## src/rtl/sig_freq_meter.sv

```systemverilog
// rtl/sig_freq_meter.sv - rising-edge frequency/period meter for a square wave, in clk_in cycles
module sig_freq_meter #(
   parameter int GATE_CYCLES = 30000,
   parameter int CNT_W       = 16,
   parameter int PER_W       = 24
) (
   input  logic             clk_in,
   input  logic             rst,
   input  logic             enable,
   input  logic             sig_in,
   output logic [CNT_W-1:0] edge_count,
   output logic             count_valid,
   output logic [PER_W-1:0] period,
   output logic             period_valid,
   output logic             stalled
);

   localparam logic [1:0] IDLE = 2'd0;
   localparam logic [1:0] ARM  = 2'd1;
   localparam logic [1:0] RUN  = 2'd2;

   localparam int              GW        = $clog2(GATE_CYCLES);
   localparam logic [GW-1:0]   GATE_LAST = GW'(GATE_CYCLES - 1);
   localparam logic [CNT_W-1:0] CNT_MAX  = '1;
   localparam logic [PER_W-1:0] PER_MAX  = '1;

   logic             s1, s2, s3;
   logic             rise;
   logic [1:0]       state;
   logic [GW-1:0]    gate_cnt;
   logic [CNT_W-1:0] edge_acc;
   logic [CNT_W-1:0] acc_next;
   logic [PER_W-1:0] per_cnt;

   assign rise     = s2 & ~s3;
   assign acc_next = (rise && edge_acc != CNT_MAX) ? edge_acc + 1'b1 : edge_acc;

   always_ff @(posedge clk_in) begin
      if (rst) begin
         s1           <= 1'b0;
         s2           <= 1'b0;
         s3           <= 1'b0;
         state        <= IDLE;
         gate_cnt     <= '0;
         edge_acc     <= '0;
         per_cnt      <= '0;
         edge_count   <= '0;
         period       <= '0;
         count_valid  <= 1'b0;
         period_valid <= 1'b0;
         stalled      <= 1'b0;
      end else begin
         s1           <= sig_in;
         s2           <= s1;
         s3           <= s2;
         count_valid  <= 1'b0;
         period_valid <= 1'b0;
         if (state == IDLE) begin
            gate_cnt <= '0;
            edge_acc <= '0;
            per_cnt  <= '0;
            if (enable)
               state <= ARM;
         end else if (!enable) begin
            // partial window and period are simply abandoned; results hold
            state   <= IDLE;
            stalled <= 1'b0;
         end else begin
            // gate windows run back to back, independent of the period path
            if (gate_cnt == GATE_LAST) begin
               edge_count  <= acc_next;
               count_valid <= 1'b1;
               gate_cnt    <= '0;
               edge_acc    <= '0;
            end else begin
               gate_cnt <= gate_cnt + 1'b1;
               edge_acc <= acc_next;
            end
            if (state == ARM) begin
               if (rise) begin
                  state   <= RUN;
                  per_cnt <= PER_W'(1);
                  stalled <= 1'b0;
               end
            end else if (per_cnt == PER_MAX) begin
               stalled <= 1'b1;
               state   <= ARM;
            end else if (rise) begin
               period       <= per_cnt;
               period_valid <= 1'b1;
               per_cnt      <= PER_W'(1);
            end else begin
               per_cnt <= per_cnt + 1'b1;
            end
         end
      end
   end

endmodule

```

## config.mk

```make
export PLATFORM = sky130hd
export DESIGN_NAME = sig_freq_meter
export DESIGN_NICKNAME = d
export VERILOG_FILES = /design/src/rtl/sig_freq_meter.sv
export SDC_FILE = /design/constraint.sdc
export NUM_CORES = 1
export LEC_CHECK = 0
export ABC_AREA = 1
export CAP_MARGIN = 20
export CORE_ASPECT_RATIO = 1.5
export CORE_MARGIN = 5
export CORE_UTILIZATION = 58
export CTS_CLUSTER_DIAMETER = 80
export DETAILED_ROUTE_END_ITERATION = 12
export PLACE_DENSITY = 0.87
export SLEW_MARGIN = 20
export SYNTH_ARGS = -nofsm -noshare
export SYNTH_HDL_FRONTEND = slang
export SYNTH_SLANG_ARGS = --single-unit
export TNS_END_PERCENT = 5
```

## constraint.sdc

```tcl
create_clock -name clk_in -period 2.2 [get_ports clk_in]
set_clock_uncertainty 0.2 [all_clocks]
set_input_delay 0.33 -clock clk_in [delete_from_list [all_inputs] [get_ports clk_in]]
set_output_delay 0.33 -clock clk_in [all_outputs]
set_load 0.01 [all_outputs]
```

==> impl_metrics.py, run 1 <==
metrics = {
    "status": {
        "status": "finished clean",
    },
    "logic_synthesis": {
        "avgSynthCellArea_sq_um": 6.43,
        "yosysMostFrequentCell": "nand2_1",
        "synthFlopType": "dfxtp_1",
        "ys_seq_area_share_pct": 39.1,
        "synthesis.area_sq_um": 5270,
        "ys_warn_count": 0,
        "yosys.area.top_type": "dfxtp_1",
        "synth_commonest_cells": "nand2_1, nor2_1, dfxtp_1",
        "ys_async_sr_fraction_pct": 0,
        "synth_cells": 819,
        "synth_area_leaders": "dfxtp_1, nand2_1, nor2_1",
        "synth-seq-cells": 103,
        "yosys.area.top_type_share_pct": 39.1,
        "synth_edf_count": 0,
        "synth_cell_types": 33,
        "synth_fp_nets": 826,
    },
    "setup_path": {
        "cp_data_required_time_ns": 2.25,
        "worstPathArrival_ns": 2.09,
        "cp-start-kind": "flop",
        "end_kind": "flop",
        "cpMaxStageDelayCell": "dfxtp_2",
        "critPathMaxStageDelay_ns": 0.37,
        "crit_chain": "ha_1 -> nand2_1 -> nor2_4 -> nand2_2 -> nor2_4 -> nand2_4 -> nand2_4 -> buf_4 -> nand2_1 -> o21ai_1 -> nor2_1",
        "crit_fanout": 10,
        "path_buf_inv": 1,
        "r2r_setup_slack_ns": 0.15,
        "cpLargestDelayFamily": "simple AND/OR/NAND/NOR gates",
        "path_class": "flop to flop",
    },
    "cells_and_area": {
        "final_cells": 999,
        "n_antenna_cell": 0,
        "n_fill_cell": 731,
        "final_core_util_pct": 71.4,
        "nets": 891,
        "seq_area_sq_um": 2060,
        "multi_input_area_sq_um": 2720,
        "drive_gt1_share_pct": 7.76,
        "syn2layout_area_growth_pct": 20.4,
        "postLayoutCellArea_sq_um": 6340,
    },
    "timing": {
        "setup-violations-final": 0,
        "post-route-period-util_pct": 93.0,
        "hold_viol": 0,
        "hold_slack_ns": 0.216,
        "worstMarginPinSlew_ns": 0.481,
        "max_clock_freq_mhz": 489,
        "relSlewSlack_pct": 67.9,
        "layout_min_cycle_time_ns": 2.05,
        "slew_violations": 0,
        "rsz0062_at_grt": "no",
    },
    "cts": {
        "cts_setup_buffers": 0,
        "clkLatencyLatePin_ns": 0.35,
        "clock_path_buffers": 2,
        "clkTransAtPathRegs_ns": 0.07,
        "cts-root-buf": "clkbuf_16",
        "cts_sinks": 103,
        "hold_buffers": 0,
        "cts_tree": "yes",
        "h-tree-depth": 3,
        "post_cts_resized": 0,
        "cts_buffers": 9,
    },
    "detailed_routing": {
        "totalWireLength_um": 14500,
        "drc": 0,
        "post_drt_via_cell_ratio": 5.53,
        "wl_met2_um": 7650,
        "highest_layer": "met4",
        "dr_wl_met3_um": 800,
        "ant_nets": 0,
        "avgRoutedWirePerCell_um": 14.5,
        "drt_iter0_drc": 401,
        "wl_met1_um": 5190,
        "routed-via-count": 5523,
        "dr.pass1.iters": 5,
    },
    "power_and_ir_drop": {
        "pwr-share-clk_pct": 42.1,
        "power_density_nw_per_um2": 584,
        "irDropWorstVdd_uv": 449,
        "p_leak_nw": 2.48,
        "p_sw_share_pct": 25.1,
        "netSwitchingPower_uw": 931,
        "power_mw": 3.70,
        "p_comb_share_pct": 7.1,
        "p_seq_share_pct": 50.8,
        "p_int_mw": 2.77,
    },
    "global_route": {
        "grt.total_usage_pct": 27.5,
        "gr-total-overflow": 0,
        "grt_pass1_wl_um": 24200,
        "antenna_found_initial": 0,
        "first_global_vias": 5376,
        "grt_max_degree": 32,
    },
    "die": {
        "start_util_pct": 59.3,
        "core_sq_um": 8880,
        "pin_count": 47,
        "fp.dieH_um": 127,
        "num_rows": 42,
        "fp.dieW_um": 87.8,
        "die_area_sq_um": 11100,
    },
    "place": {
        "numPortBuffers": 46,
        "place_area_sq_um": 6030,
        "dp_hpwl_um": 10500,
        "dp.cells": 983,
        "place_congestion": 0.983,
    },
    "run": {
        "maxCapViolCount": 0,
    },
    "min_path": {
        "min_path_type": "flop to flop",
    },
}
[state kept, by name, summed over array words and instances, names as in the netlist]
| signal | cells |
|---|---|
| s2 | 1 |
| s1 | 1 |
| period_valid | 1 |
| period | 24 |
| s3 | 1 |
| gate_cnt | 15 |
| count_valid | 1 |
| stalled | 1 |
| edge_acc | 16 |
| edge_count | 16 |
| per_cnt | 24 |
| state | 2 |
[worst paths after layout]
| path | to | start | cells past startpoint |
|---|---|---|---|
| max | stalled | per_cnt[0] | 11 |
| min reg2reg | s2 | s1 | 2 |
| max reg2reg | stalled | per_cnt[0] | 11 |
| min | s2 | s1 | 2 |
[metal layers]
layer | global-route usage [%] | vias to the layer above
met3 | 4.22 | 68
met2 | 48.7 | 200
met5 | 0 | -
met4 | 17.7 | 0
li1 | - | 2749
met1 | 29.3 | 2506
[power groups by stage]
stage               combinational, mW  sequential, mW  clock (mW)
global placement                0.249            1.92           0
CTS                             0.260            1.88        1.58
global route                    0.291            1.88        1.67
detailed placement              0.259            1.92           0
finish                          0.263            1.88        1.56
floorplan                       0.173            1.92           0
[tightest hold or removal path: cells and delay by family (launching register included)]
| kind | cells | cell delay [ns] |
|---|---|---|
| buffers and inverters | 1 | 0.04 |
| DFF | 1 | 0.30 |
| and+or+nand+nor | 1 | 0.03 |
[kinds of logic (layout without fill, tap and decap cells)]
kind of cell / count (synthesis) / after routing / share of synthesized area [%]
compound gates: 103 / 103 / 10.5
xor+xnor: 3 / 3 / 0.499
fa+ha+maj: 3 / 3 / 0.713
buf+inv: 123 / 193 / 9.50
flops: 103 / 103 / 39.1
simple gates: 484 / 484 / 39.7
[final cells by class]
type / instances / area share, %
Clock buffer: 10 / 3.77
Clock inverter: 6 / 0.809
Inverter: 94 / 5.56
Multi-Input combinational cell: 593 / 42.9
Sequential cell: 103 / 32.6
Tap cell: 110 / 2.17
Timing Repair Buffer: 83 / 12.2
[per-stage QoR]
| step | TNS (ns) | setup slack (ns) |
|---|---|---|
| final | 0 | 0.153 |
| after global routing | 0 | 0.0134 |
| after CTS | 0 | 0.0777 |
| after detailed placement | -0.571 | -0.0433 |
| after global placement | 0 | 0.0481 |
| after floorplan | 0 | 0.301 |
[cells in the final DEF (no fill, tap or decap), types with 2 or more instances in the layout]
master,netlist,layout
a21oi_1,72,72
buf_12,0,3
buf_4,4,34
clkbuf_16,0,9
clkdlybuf4s50_1,0,46
clkinvlp_4,0,3
dfxtp_1,103,101
dfxtp_2,0,2
ha_1,3,3
inv_1,92,92
inv_6,0,2
nand2_1,254,254
nand2_2,3,3
nand2_4,2,2
nand3_1,63,63
nand3_2,3,2
nand3b_1,4,4
nand4_1,30,30
nor2_1,104,104
nor2_4,3,3
nor3_1,11,11
nor3b_1,3,3
o21a_1,9,9
o21ai_0,16,15
o21ai_1,2,3
o21bai_1,3,3
xor2_1,2,2
(Power assumes the default switching activity.)
==> run 2, diff against run 1 <==
--- a/config.mk
+++ b/config.mk
@@ -13,7 +13,7 @@
 export CTS_CLUSTER_DIAMETER = 80
 export DETAILED_ROUTE_END_ITERATION = 12
 export PLACE_DENSITY = 0.87
-export SLEW_MARGIN = 20
+export SLEW_MARGIN = 5
 export SYNTH_ARGS = -nofsm -noshare
 export SYNTH_HDL_FRONTEND = slang
 export SYNTH_SLANG_ARGS = --single-unit
==> results of run 2 <==
Final layout, timing and power as in run 1 (identical DEF).
==> run 3, diff against run 2 <==
--- a/config.mk
+++ b/config.mk
@@ -6,6 +6,7 @@
 export NUM_CORES = 1
 export LEC_CHECK = 0
 export ABC_AREA = 1
+export ABC_CLOCK_PERIOD_IN_PS = 2200
 export CAP_MARGIN = 20
 export CORE_ASPECT_RATIO = 1.5
 export CORE_MARGIN = 5
==> results of run 3 <==
Final layout, timing and power as in run 1 (identical DEF).
